$ cat config.mk
export PLATFORM = sky130hd
export DESIGN_NAME = btn_mode_ctrl
export DESIGN_NICKNAME = d
export VERILOG_FILES = /design/src/rtl/btn_mode_ctrl_pkg.sv /design/src/rtl/btn_classifier.sv /design/src/rtl/btn_mode_ctrl.sv
export SDC_FILE = /design/constraint.sdc
export NUM_CORES = 1
export LEC_CHECK = 0
export CORE_MARGIN = 1.5
export CORE_UTILIZATION = 46
export DETAILED_ROUTE_END_ITERATION = 16
export GPL_TIMING_DRIVEN = 0
export MAX_ROUTING_LAYER = met4
export SETUP_SLACK_MARGIN = 0.15
export SYNTH_ARGS = -nofsm -noshare
export SYNTH_HDL_FRONTEND = slang
export SYNTH_SLANG_ARGS = --single-unit
$ cat constraint.sdc
create_clock -name clk -period 5.06 [get_ports clk]
set_clock_uncertainty 0.15 [all_clocks]
set_input_delay 0.759 -clock clk [delete_from_list [all_inputs] [get_ports clk]]
set_output_delay 0.759 -clock clk [all_outputs]
set_load 0.01 [all_outputs]
$ cat src/rtl/btn_mode_ctrl_pkg.sv
// Shared definitions for the button front-end: mode encodings, classifier
// state type and button index assignments.
package btn_mode_ctrl_pkg;

    localparam logic [1:0] MODE_CLOCK     = 2'b00;
    localparam logic [1:0] MODE_ALARM     = 2'b01;
    localparam logic [1:0] MODE_TIMER     = 2'b10;
    localparam logic [1:0] MODE_STOPWATCH = 2'b11;

    localparam int NUM_BTN  = 3;
    localparam int BTN_B0   = 0;
    localparam int BTN_B1   = 1;
    localparam int BTN_MODE = 2;

    typedef enum logic [1:0] {
        IDLE    = 2'b00,
        PRESSED = 2'b01,
        LONG    = 2'b10
    } cls_state_t;

    // Modes cycle clock -> alarm -> timer -> stopwatch -> clock.
    function automatic logic [1:0] mode_advance(input logic [1:0] m);
        return m + 2'd1;
    endfunction

endpackage

$ cat src/rtl/btn_classifier.sv
// One push-button: 2-flop synchronizer, debouncer and short/long press
// classifier with one-cycle event pulses and a long-press hold level.
module btn_classifier
    import btn_mode_ctrl_pkg::*;
#(
    parameter int DEB_CYCLES  = 1_000_000,
    parameter int LONG_CYCLES = 100_000_000
) (
    input  logic clk,
    input  logic rst,
    input  logic btn_raw,
    output logic short_evt,
    output logic long_evt,
    output logic hold
);

    localparam int DEB_W = $clog2(DEB_CYCLES + 1);
    localparam int CNT_W = $clog2(LONG_CYCLES + 1);

    logic             sync1_reg;
    logic             sync2_reg;
    logic             deb_reg;
    logic [DEB_W-1:0] deb_cnt_reg;
    cls_state_t       state_reg;
    logic [CNT_W-1:0] cnt_reg;
    logic             short_evt_reg;
    logic             long_evt_reg;
    logic             hold_reg;

    always_ff @(posedge clk) begin
        if (!rst) begin
            sync1_reg   <= 1'b0;
            sync2_reg   <= 1'b0;
            deb_reg     <= 1'b0;
            deb_cnt_reg <= '0;
        end else begin
            sync1_reg <= btn_raw;
            sync2_reg <= sync1_reg;
            // The level must disagree for DEB_CYCLES consecutive cycles to flip.
            if (sync2_reg == deb_reg) begin
                deb_cnt_reg <= '0;
            end else if (deb_cnt_reg == DEB_W'(DEB_CYCLES - 1)) begin
                deb_reg     <= ~deb_reg;
                deb_cnt_reg <= '0;
            end else begin
                deb_cnt_reg <= deb_cnt_reg + 1'b1;
            end
        end
    end

    always_ff @(posedge clk) begin
        if (!rst) begin
            state_reg     <= IDLE;
            cnt_reg       <= '0;
            short_evt_reg <= 1'b0;
            long_evt_reg  <= 1'b0;
            hold_reg      <= 1'b0;
        end else begin
            short_evt_reg <= 1'b0;
            long_evt_reg  <= 1'b0;
            case (state_reg)
                IDLE: begin
                    if (deb_reg) begin
                        state_reg <= PRESSED;
                        cnt_reg   <= '0;
                    end
                end
                PRESSED: begin
                    // A release on the threshold cycle still counts as short.
                    if (!deb_reg) begin
                        short_evt_reg <= 1'b1;
                        state_reg     <= IDLE;
                    end else if (cnt_reg == CNT_W'(LONG_CYCLES - 1)) begin
                        long_evt_reg <= 1'b1;
                        hold_reg     <= 1'b1;
                        state_reg    <= LONG;
                    end else if (cnt_reg != CNT_W'(LONG_CYCLES)) begin
                        cnt_reg <= cnt_reg + 1'b1;
                    end
                end
                LONG: begin
                    if (!deb_reg) begin
                        hold_reg  <= 1'b0;
                        state_reg <= IDLE;
                    end
                end
                default: begin
                    hold_reg  <= 1'b0;
                    state_reg <= IDLE;
                end
            endcase
        end
    end

    assign short_evt = short_evt_reg;
    assign long_evt  = long_evt_reg;
    assign hold      = hold_reg;

endmodule

$ cat src/rtl/btn_mode_ctrl.sv
// Button front-end: three classifiers, the mode register and the
// tick-latched event flags handed to the slow mode blocks.
module btn_mode_ctrl
    import btn_mode_ctrl_pkg::*;
#(
    parameter int DEB_CYCLES  = 1_000_000,
    parameter int LONG_CYCLES = 100_000_000
) (
    input  logic       clk,
    input  logic       rst,
    input  logic [2:0] btn_raw,
    input  logic       tick,
    output logic [1:0] mode,
    output logic       b0short,
    output logic       b0long,
    output logic       b1short,
    output logic       b1long,
    output logic       b0hold
);

    logic [NUM_BTN-1:0] short_evt;
    logic [NUM_BTN-1:0] long_evt;
    logic [NUM_BTN-1:0] hold;
    logic               unused_hold;

    generate
        for (genvar gi = 0; gi < NUM_BTN; gi++) begin : g_cls
            btn_classifier #(
                .DEB_CYCLES (DEB_CYCLES),
                .LONG_CYCLES(LONG_CYCLES)
            ) u_cls (
                .clk      (clk),
                .rst      (rst),
                .btn_raw  (btn_raw[gi]),
                .short_evt(short_evt[gi]),
                .long_evt (long_evt[gi]),
                .hold     (hold[gi])
            );
        end
    endgenerate

    assign unused_hold = ^hold[NUM_BTN-1:1];

    logic [1:0] mode_reg;
    logic [1:0] mode_next;
    logic [3:0] flag_reg;
    logic [3:0] flag_next;
    logic [3:0] evt_vec;

    // Flag bit order: {b0short, b0long, b1short, b1long}.
    always_comb begin
        evt_vec = {short_evt[BTN_B0], long_evt[BTN_B0], short_evt[BTN_B1], long_evt[BTN_B1]};
        mode_next = mode_reg;
        if (long_evt[BTN_MODE]) begin
            mode_next = MODE_CLOCK;
        end else if (short_evt[BTN_MODE]) begin
            mode_next = mode_advance(mode_reg);
        end
        // A mode switch wipes pending events so the new mode starts clean.
        if (mode_next != mode_reg) begin
            flag_next = '0;
        end else if (tick) begin
            flag_next = evt_vec;
        end else begin
            flag_next = flag_reg | evt_vec;
        end
    end

    always_ff @(posedge clk) begin
        if (!rst) begin
            mode_reg <= MODE_CLOCK;
            flag_reg <= '0;
        end else begin
            mode_reg <= mode_next;
            flag_reg <= flag_next;
        end
    end

    assign mode    = mode_reg;
    assign b0short = flag_reg[3];
    assign b0long  = flag_reg[2];
    assign b1short = flag_reg[1];
    assign b1long  = flag_reg[0];
    assign b0hold  = hold[BTN_B0];

endmodule

==> results by group, run 1 <==
Pwr
  • Static power due to leakage: 3.009 nW
  • Worst VDD drop: 0.2506 mV
  • Power per standard cell area: 299.3 nW/um^2

Routing
  • Drt first pass iters: 5
  • Detailed-route via count: 6887
  • Antenna Violating Nets Remaining: 0
  • Routed wire length: 18.26 mm
  • Post-route DRC violation count: 0
  • Wire per inst: 14.75 um
  • Average via count per standard cell: 5.563
  • DRC marker count from the first detailed-route iteration: 370

Timing
  • Max-slew headroom at the worst pin: 0.3963
  • Final-layout setup total negative slack: 0 ns
  • Slew of the pin with the lowest slew margin: 0.9056 ns
  • Portion of the clock cycle consumed by the worst path in the final layout: 0.5413
  • Hold Violations, Final: 0
  • Achievable frequency: 0.3651 GHz
  • Setup repair after global routing missed its margin: no
  • Shortest clock period the worst path allows after layout: 2.739 ns
  • Final setup violation count: 0
  • Slew Limit Fails: 0

Run status
  • Outcome: finished, final reports clean

CTS
  • Number of hold-repair buffers added at the cts stage: 0
  • CTS tree: done
  • Post-CTS setup buffers: 0
  • Clock Tree Root: sky130_fd_sc_hd__clkbuf_16
  • Clock transition at the registers of the reported paths: 0.06 ns
  • Number of clock buffers inserted by TritonCTS: 17
  • H-Tree Depth: 4
  • Clock Sinks: 169
  • Quantity of gates resized following cts: 0
  • Bufs on Longest Clock Path: 2
  • Clock latency on the worst-skew pair: 0.43 ns

Floorplanning
  • Area inside the core boundary: 16760 um^2
  • FP Rows: 47
  • Number of primary I/O pins: 13
  • Initial Util: 0.4756
  • Width of the die: 134.6 um
  • Overall die area: 18130 um^2
  • Die H: 134.6 um

Setup path
  • Critical Path RT: 5.24 ns
  • Critical path launch point: g_cls[0].u_cls.cnt_reg[0]
  • Sort of element at the end of the critical path: flop
  • Startpoint type of the worst setup path: flop
  • Origin of the critical flop-to-flop path: g_cls[0].u_cls.cnt_reg[0]
  • CP max-delay cell: sky130_fd_sc_hd__nor3b_1
  • Start-to-end type of the worst setup path: flop to flop
  • Buffers plus inverters on the worst setup path: 1
  • Worst-path cell chain: ha_1, nand4_1, nor3b_1, o2111ai_2, a21oi_2, buf_2, o21ai_0, o41ai_1
  • Critical Path Fanout Max: 10
  • Largest incremental delay on the critical path: 0.47 ns
  • Arrival time of the worst setup path: 2.92 ns
  • Critical path's top delay family: compound AO/OA/AOI/OAI gates

GRT
  • Overflow after GRT: 0
  • Total global routing track utilization: 0.2193
  • Largest net degree at the start of global routing: 17
  • Wire length of the first global-routing pass: 31.17 mm
  • Antenna violations before repair: 0
  • Vias in the first global route: 6447

Yosys
  • Number of synthesized register bits: 169
  • Post-synth EDFFs: 0
  • Top area cells in the synthesized netlist: sky130_fd_sc_hd__dfxtp_1 42%, sky130_fd_sc_hd__nor2_1 6.4%, sky130_fd_sc_hd__o21ai_0 4.9%, sky130_fd_sc_hd__nand3_1 4.2%, sky130_fd_sc_hd__nand2_1 4.2%
  • Register area share after synthesis: 0.4244
  • Share of synthesized registers carrying an async set or reset: 0
  • Primary FF master, synth: sky130_fd_sc_hd__dfxtp_1
  • Fraction of synthesized cell area taken by the top area cell type: 0.4244
  • Yosys Warn Count: 0
  • Cell count after synthesis: 974
  • Mean instance size in the synthesized netlist: 8.184 um^2
  • Number of distinct library cell variants in the gate-level netlist after synthesis: 64
  • Netlist Area Pre-Place: 7971 um^2
  • Syn nets: 989
  • Leading area contributor after synthesis: sky130_fd_sc_hd__dfxtp_1

Place
  • DP HPWL: 12.48 mm
  • Global placer's final weighted congestion: 0.8200
  • Placed standard-cell area: 8367 um^2
  • Buffers added on ports: 12

Layout
  • P&R area growth vs syn: 12.38%
  • Share of layout cells above drive strength 1: 0.06483
  • Most frequent cells in the layout: 169 x sky130_fd_sc_hd__dfxtp_1, 135 x sky130_fd_sc_hd__nor2_1, 89 x sky130_fd_sc_hd__nand2_1
  • Number of flip-flops under the largest register name: 81
  • Fill cell count: 1601
  • Total number of nets in the final design: 1020
  • Diodes inserted: 0
  • Summed area of non-filler cells in the final layout: 8959 um^2
  • Leading cell type in the layout, fill and taps excluded: sky130_fd_sc_hd__dfxtp_1

Flow run
  • Max-cap violations: 0

Min path
  • Origin of the worst min-delay path: g_cls[1].u_cls.sync1_reg
  • Hold Path Class: flop to flop
[cells by family (layout without fill, tap and decap cells)]
family                     Yosys count  after routing  share of synthesized area
DFF                                169            169                     0.4244
xor gates and xnor gates            58             58                    0.06373
adders and majority gates            9              9                    0.01413
AOI/OAI and AO/OA                  199            199                     0.1543
buffers and inverters               62            106                    0.03265
and+or+nand+nor                    470            470                     0.3014
muxes                                7              7                   0.009417
[metal layers]
layer | part of all wire | wire length [um] | track usage | up-vias
li1 | - | - | - | 3562
met1 | 0.50 | 9152 | 0.2894 | 3232
met2 | 0.46 | 8409 | 0.3436 | 78
met3 | 0.029 | 521 | 0.04392 | 15
met4 | 0.0095 | 173 | 0.06033 | 0
met5 | 0 | 0 | - | -
[Yosys cell counts (9+ instances only)]
cell and instances:
sky130_fd_sc_hd__nor4_1 9, sky130_fd_sc_hd__and3_1 29, sky130_fd_sc_hd__and4_1 10, sky130_fd_sc_hd__or3_1 12
sky130_fd_sc_hd__ha_1 9, sky130_fd_sc_hd__o31ai_1 20, sky130_fd_sc_hd__inv_1 20, sky130_fd_sc_hd__clkbuf_1 25
sky130_fd_sc_hd__dfxtp_1 169, sky130_fd_sc_hd__a21oi_1 39, sky130_fd_sc_hd__xor2_1 35, sky130_fd_sc_hd__xnor2_1 23
sky130_fd_sc_hd__nor2_1 135, sky130_fd_sc_hd__nor3_1 19, sky130_fd_sc_hd__nand2_1 89, sky130_fd_sc_hd__nand4_1 33
sky130_fd_sc_hd__a31oi_1 14, sky130_fd_sc_hd__nand3_1 67, sky130_fd_sc_hd__buf_2 12, sky130_fd_sc_hd__o21ai_0 78
sky130_fd_sc_hd__and2_1 17
[power by group]
part	switching (W)	leakage [nW]	internal, W
registers	0.00000148	1.36	0.00133
logic	0.0000266	1.36	0.0000102
clock network	0.000542	0.284	0.000768
total	0.000570	3.01	0.00211
[through the flow]
stage	power, W	std cells	setup WS (ns)	util	hold WS, ns
CTS	0.002715	1238	2.288	0.5345	0.2907
finish	0.002681	1238	2.321	0.5345	0.2864
floorplan	0.001384	974	2.771	-	0.2619
global placement	0.001402	1206	1.880	0.4992	0.2643
global route	0.002765	1238	2.110	0.5345	0.3062
detailed placement	0.001402	1206	1.851	0.4992	0.2735
[final cells by class]
| class | instances | area [um^2] | share of cell area |
|---|---|---|---|
| clock inverters | 10 | 117.6 | 0.01313 |
| well taps | 220 | 275.3 | 0.03073 |
| multi-input cells | 743 | 4328 | 0.4831 |
| repair buffers | 12 | 120.1 | 0.01341 |
| inverters | 20 | 75.07 | 0.008380 |
| plain buffers | 42 | 185.2 | 0.02067 |
| clock buffers | 22 | 474.2 | 0.05293 |
| flip-flops and latches | 169 | 3383 | 0.3777 |
[path summary, 6_finish.rpt]
check / cells after the start / slack, ns / to
worst max-delay path: 8 / 2.32 / g_cls[0].u_cls.cnt_reg[11]
worst min-delay path: 1 / 0.29 / g_cls[1].u_cls.sync2_reg
worst max register to register: 8 / 2.32 / g_cls[0].u_cls.cnt_reg[11]
worst min register to register: 1 / 0.29 / g_cls[1].u_cls.sync2_reg
No activity file was read; power rests on OpenSTA's default activity.
==> run 2: changes to the inputs <==
Clock period 5.06 ns to 2.6 ns, I/O delays scaled along.
==> results by group, run 2 (synthesis gave the netlist of run 1 again) <==
Floorplanning
  • Die H: 134.6 um (unchanged)
  • Area inside the core boundary: 16760 um^2 (unchanged)
  • Width of the die: 134.6 um (unchanged)
  • Initial Util: 0.4756 (unchanged)
  • FP Rows: 47 (unchanged)
  • Number of primary I/O pins: 13 (unchanged)
  • Overall die area: 18130 um^2 (unchanged)

GRT
  • Largest net degree at the start of global routing: 17 (unchanged)
  • Vias in the first global route: 6465 (+0.28%)
  • Overflow after GRT: 0 (unchanged)
  • Total global routing track utilization: 0.2205 (+0.001158)
  • Antenna violations before repair: 0 (unchanged)
  • Wire length of the first global-routing pass: 31.33 mm (+0.51%)

Setup path
  • Start-to-end type of the worst setup path: flop to flop
  • Worst-path cell chain: or4_4, nor4_4, o2111ai_4, and3_4, buf_6, a21o_1, mux2_4
  • Depth of the worst register-to-register path: 7 (-1)
  • Sort of element at the end of the critical path: flop
  • Arrival time of the worst setup path: 2.54 ns (-0.38 ns)
  • Critical Path RT: 2.77 ns (-2.47 ns)
  • CP max-delay cell: sky130_fd_sc_hd__or4_4
  • Startpoint type of the worst setup path: flop
  • Origin of the critical flop-to-flop path: g_cls[0].u_cls.cnt_reg[2]
  • Largest incremental delay on the critical path: 0.56 ns (+0.09 ns)
  • Critical Path Fanout Max: 10 (unchanged)
  • Flop-to-flop setup slack: 0.23 ns (-2.09 ns)
  • Buffers plus inverters on the worst setup path: 1 (unchanged)
  • Critical path launch point: g_cls[0].u_cls.cnt_reg[2]
  • Critical path's top delay family: simple AND/OR/NAND/NOR gates
  • Endpoint of the most critical register-to-register path: g_cls[0].u_cls.cnt_reg[26]

Routing
  • Drt first pass iters: 5 (unchanged)
  • Wire per inst: 14.92 um (+1.2%)
  • Routed wire length: 18.55 mm (+1.6%)
  • Antenna Violating Nets Remaining: 0 (unchanged)
  • Average via count per standard cell: 5.615 (+0.93%)
  • DRC marker count from the first detailed-route iteration: 396 (+7.0%)
  • Post-route DRC violation count: 0 (unchanged)
  • Detailed-route via count: 6979 (+1.3%)

CTS
  • Clock transition at the registers of the reported paths: 0.06 ns (about the same)
  • Number of hold-repair buffers added at the cts stage: 0 (unchanged)
  • CTS tree: done
  • Clock latency on the worst-skew pair: 0.43 ns (about the same)
  • H-Tree Depth: 4 (unchanged)
  • Clock Sinks: 169 (unchanged)
  • Number of clock buffers inserted by TritonCTS: 17 (unchanged)
  • Bufs on Longest Clock Path: 2 (unchanged)
  • Clock Tree Root: sky130_fd_sc_hd__clkbuf_16

Timing
  • Portion of the clock cycle consumed by the worst path in the final layout: 0.9130 (+0.3717)
  • Final setup violation count: 0 (unchanged)
  • Slew Limit Fails: 0 (unchanged)
  • Shortest clock period the worst path allows after layout: 2.374 ns (-0.3654 ns)
  • Max-slew headroom at the worst pin: 0.4432 (+0.04698)
  • Slew of the pin with the lowest slew margin: 0.8288 ns (-0.07685 ns)
  • Final worst setup slack: 0.2263 ns (-2.095 ns)
  • Achievable frequency: 0.4213 GHz (+15%)
  • Hold Violations, Final: 0 (unchanged)
  • Setup repair after global routing missed its margin: yes

Min path
  • Hold Path Class: flop to flop
  • Endpoint of the worst hold path: g_cls[1].u_cls.sync2_reg
  • Origin of the worst min-delay path: g_cls[1].u_cls.sync1_reg
  • Number of cells on the worst hold path: 1 (unchanged)

Layout
  • Fin util: 0.5435 (+0.008958)
  • P&R area growth vs syn: 14.27%
  • Number of flip-flops under the largest register name: 81 (unchanged)
  • Fill cell count: 1600 (-0.062%)
  • Total number of nets in the final design: 1025 (+0.49%)
  • Diodes inserted: 0 (unchanged)
  • Leading cell type in the layout, fill and taps excluded: sky130_fd_sc_hd__dfxtp_1
  • Share of layout cells above drive strength 1: 0.08993 (+0.02510)
  • Most frequent cells in the layout: 164 x sky130_fd_sc_hd__dfxtp_1, 134 x sky130_fd_sc_hd__nor2_1, 89 x sky130_fd_sc_hd__nand2_1

Pwr
  • Worst VDD drop: 0.4909 mV (+96%)
  • Static power due to leakage: 3.096 nW (+2.9%)
  • Power per standard cell area: 574.0 nW/um^2 (+92%)

Place
  • Pre-CTS WS: -0.2405 ns (-2.091 ns)
  • Buffers added on ports: 12 (unchanged)
  • DP HPWL: 12.48 mm (unchanged)
  • Global placer's final weighted congestion: 0.8200 (unchanged)

Flow run
  • Max-cap violations: 0 (unchanged)

Run status
  • Outcome: finished, final reports clean
==> run 2: cell count changes in the layout (fill, tap and decap cells not counted), sizes merged <==
cell	before	now
clkbuf	48	51
buf	16	18
==> run 2: worst max path at each step <==
stage	end	cells past startpoint
2_1_floorplan	g_cls[0].u_cls.cnt_reg[26]	8
5_1_grt	g_cls[0].u_cls.cnt_reg[6]	7
3_5_place_dp	g_cls[0].u_cls.cnt_reg[4]	7
4_1_cts	g_cls[1].u_cls.cnt_reg[14]	9
3_3_place_gp	g_cls[0].u_cls.cnt_reg[4]	7
6_report	g_cls[0].u_cls.cnt_reg[26]	7
==> run 2: per-stage QoR <==
stage	TNS, ns	total power [W]	std cells	instance area, um^2	hold slack [ns]
finish	0	0.005228	1243	9109	0.2866
global route	0	0.005385	1243	9109	0.3062
CTS	0	0.005284	1241	8997	0.2907
detailed placement	-6.892	0.002729	1206	8367	0.2735
global placement	-5.536	0.002729	1206	8367	0.2643
floorplan	0	0.002694	974	7971	0.2619
==> run 2: layout make-up <==
class / count / area [um^2] / share of cell area
Clock inverter: 10 / 117.6 / 0.01291
Inverter: 20 / 75.07 / 0.008242
Buffer: 42 / 201.4 / 0.02212
Timing Repair Buffer: 17 / 157.7 / 0.01731
Sequential cell: 169 / 3390 / 0.3721
Multi-Input combinational cell: 743 / 4418 / 0.4850
Tap cell: 220 / 275.3 / 0.03022
Clock buffer: 22 / 474.2 / 0.05206
==> run 2: power breakdown <==
| part | switching (W) | total, W | internal [W] |
|---|---|---|---|
| registers | 0.00000286 | 0.00260 | 0.00259 |
| clock network | 0.00106 | 0.00255 | 0.00149 |
| logic | 0.0000534 | 0.0000770 | 0.0000236 |
| total | 0.00112 | 0.00523 | 0.00411 |
==> run 2: what timing repair did <==
action / in CTS / in global routing
buffers inserted: 3 / 2
endpoints found under the setup margin: 40 / 76
gates resized for setup: 4 / 36
pin swaps: 4 / 9
gates cloned: 0 / 0
==> run 2: layer usage <==
layer / part of all wire / vias to the layer above / track usage
met4: 0.0095 / 0 / 0.06033
met3: 0.038 / 16 / 0.04392
li1: - / 3579 / -
met2: 0.46 / 116 / 0.3462
met1: 0.49 / 3268 / 0.2906
met5: 0 / - / -
==> run 3: changes to the inputs <==
Settings changed: GPL_ROUTABILITY_DRIVEN from default to 0, SETUP_SLACK_MARGIN 0.15 to default.
==> results by group, run 3 (synthesis gave the netlist of run 1 again) <==
Run status
  • Outcome: finished, final reports clean

Setup path
  • Sort of element at the end of the critical path: flop
  • Arrival time of the worst setup path: 2.65 ns (+0.11 ns)
  • Critical Path RT: 2.77 ns (about the same)
  • Start-to-end type of the worst setup path: flop to flop
  • Startpoint type of the worst setup path: flop
  • Critical Path Fanout Max: 10 (unchanged)

GRT
  • Largest net degree at the start of global routing: 17 (unchanged)
  • Vias in the first global route: 6442 (-0.36%)
  • Overflow after GRT: 0 (unchanged)
  • Wire length of the first global-routing pass: 31.21 mm (-0.40%)
  • Total global routing track utilization: 0.2196 (-0.0009098)
  • Antenna violations before repair: 0 (unchanged)

CTS
  • Clock Sinks: 169 (unchanged)
  • Number of clock buffers inserted by TritonCTS: 17 (unchanged)
  • Clock Tree Root: sky130_fd_sc_hd__clkbuf_16
  • Bufs on Longest Clock Path: 2 (unchanged)
  • Clock transition at the registers of the reported paths: 0.07 ns (about the same)
  • Clock latency on the worst-skew pair: 0.43 ns (about the same)
  • H-Tree Depth: 4 (unchanged)
  • CTS tree: done

Layout
  • Diodes inserted: 0 (unchanged)
  • Total number of nets in the final design: 1023 (-0.20%)
  • P&R area growth vs syn: 13.00%
  • Number of flip-flops under the largest register name: 81 (unchanged)
  • Leading cell type in the layout, fill and taps excluded: sky130_fd_sc_hd__dfxtp_1
  • Share of layout cells above drive strength 1: 0.07248 (-0.01745)
  • Most frequent cells in the layout: 169 x sky130_fd_sc_hd__dfxtp_1, 135 x sky130_fd_sc_hd__nor2_1, 89 x sky130_fd_sc_hd__nand2_1
  • Summed area of non-filler cells in the final layout: 9007 um^2 (-1.1%)

Timing
  • Final-layout setup total negative slack: 0 ns (unchanged)
  • Max-slew headroom at the worst pin: 0.4433 (about the same)
  • Achievable frequency: 0.4029 GHz (-4.4%)
  • Final setup violation count: 0 (unchanged)
  • Tightest hold margin: 0.2858 ns (-0.0007640 ns)
  • Slew Limit Fails: 0 (unchanged)
  • Portion of the clock cycle consumed by the worst path in the final layout: 0.9545 (+0.04156)
  • Slew of the pin with the lowest slew margin: 0.8287 ns (-0.0001007 ns)
  • Hold Violations, Final: 0 (unchanged)
  • Shortest clock period the worst path allows after layout: 2.482 ns (+0.1080 ns)

Min path
  • Hold Path Class: flop to flop

Routing
  • Routed wire length: 18.41 mm (-0.77%)
  • Post-route DRC violation count: 0 (unchanged)
  • Wire per inst: 14.83 um (-0.61%)
  • Average via count per standard cell: 5.591 (-0.43%)
  • Antenna Violating Nets Remaining: 0 (unchanged)
  • DRC marker count from the first detailed-route iteration: 380 (-4.0%)
  • Drt first pass iters: 5 (unchanged)
  • Detailed-route via count: 6938 (-0.59%)

Place
  • DP HPWL: 12.48 mm (unchanged)
  • Placed standard-cell area: 8367 um^2 (unchanged)
  • Buffers added on ports: 12 (unchanged)

Floorplanning
  • Width of the die: 134.6 um (unchanged)
  • Overall die area: 18130 um^2 (unchanged)
  • Number of primary I/O pins: 13 (unchanged)
  • Initial Util: 0.4756 (unchanged)
  • FP Rows: 47 (unchanged)
  • Area inside the core boundary: 16760 um^2 (unchanged)
  • Die H: 134.6 um (unchanged)

Flow run
  • Max-cap violations: 0 (unchanged)

Pwr
  • Tot Pwr: 0.005226 W (about the same)
  • Static power due to leakage: 3.032 nW (-2.1%)
  • Power per standard cell area: 580.2 nW/um^2 (+1.1%)
  • Worst VDD drop: 0.4899 mV (-0.20%)
-- run 3: cell count changes in the layout (fill, tap and decap cells not counted), moves of 3 or more --
cell and change:
sky130_fd_sc_hd__dfxtp_2 -5, sky130_fd_sc_hd__dfxtp_1 +5, sky130_fd_sc_hd__clkbuf_1 +5, sky130_fd_sc_hd__clkbuf_4 -3, sky130_fd_sc_hd__clkbuf_2 -6, sky130_fd_sc_hd__buf_2 +3
-- run 3: metal layers --
layer | part of all wire | vias to the layer above | global-route usage
met5 | 0 | - | -
met4 | 0.0093 | 0 | 0.06033
met3 | 0.029 | 15 | 0.04392
met2 | 0.46 | 79 | 0.3439
met1 | 0.50 | 3272 | 0.2899
li1 | - | 3572 | -
-- run 3: worst max-delay path, cell delays in order, from the launching register on --
cell and delay, ns:
sky130_fd_sc_hd__dfxtp_1 0.42, sky130_fd_sc_hd__ha_1 0.27, sky130_fd_sc_hd__nand4_1 0.24, sky130_fd_sc_hd__nor3b_2 0.31
sky130_fd_sc_hd__o2111ai_2 0.20, sky130_fd_sc_hd__and3_4 0.24, sky130_fd_sc_hd__buf_6 0.14, sky130_fd_sc_hd__a21o_1 0.15
sky130_fd_sc_hd__mux2_4 0.26
-- run 3: stage by stage --
| stage | instances | utilization | worst slack (ns) |
|---|---|---|---|
| CTS | 1239 | 0.5359 | 0.05552 |
| global route | 1241 | 0.5374 | -0.02655 |
| finish | 1241 | 0.5374 | 0.1182 |
| detailed placement | 1206 | 0.4992 | -0.2405 |
| global placement | 1206 | 0.4992 | -0.2105 |
| floorplan | 974 | - | 0.3114 |
-- run 3: final timing paths --
path | depth (start not counted) | endpoint | slack (ns) | start
worst min register to register | 2 | flag_reg[1] | 0.29 | g_cls[1].u_cls.short_evt
worst max-delay path | 8 | g_cls[0].u_cls.cnt_reg[26] | 0.12 | g_cls[0].u_cls.cnt_reg[0]
worst min-delay path | 2 | flag_reg[1] | 0.29 | g_cls[1].u_cls.short_evt
worst max register to register | 8 | g_cls[0].u_cls.cnt_reg[26] | 0.12 | g_cls[0].u_cls.cnt_reg[0]
-- run 3: layout make-up --
cell class / instances / area, um^2
clock inverters: 10 / 117.6
flip-flops and latches: 169 / 3383
multi-input cells: 743 / 4349
repair buffers: 16 / 150.1
fillers: 1605 / 7752
plain buffers: 41 / 182.7
clock buffers: 22 / 474.2
inverters: 20 / 75.07
well taps: 220 / 275.3
-- run 3: what timing repair did --
action | CTS | global route
hold buffers | 0 | 0
endpoints found under the setup margin | 27 | 37
setup buffers | 1 | 3
pin swaps | 1 | 2
gates resized for setup | 3 | 4
-- run 3: power breakdown --
part | internal, W | switching (W)
logic | 0.0000222 | 0.0000533
registers | 0.00259 | 0.00000286
clock network | 0.00149 | 0.00106
total | 0.00411 | 0.00112
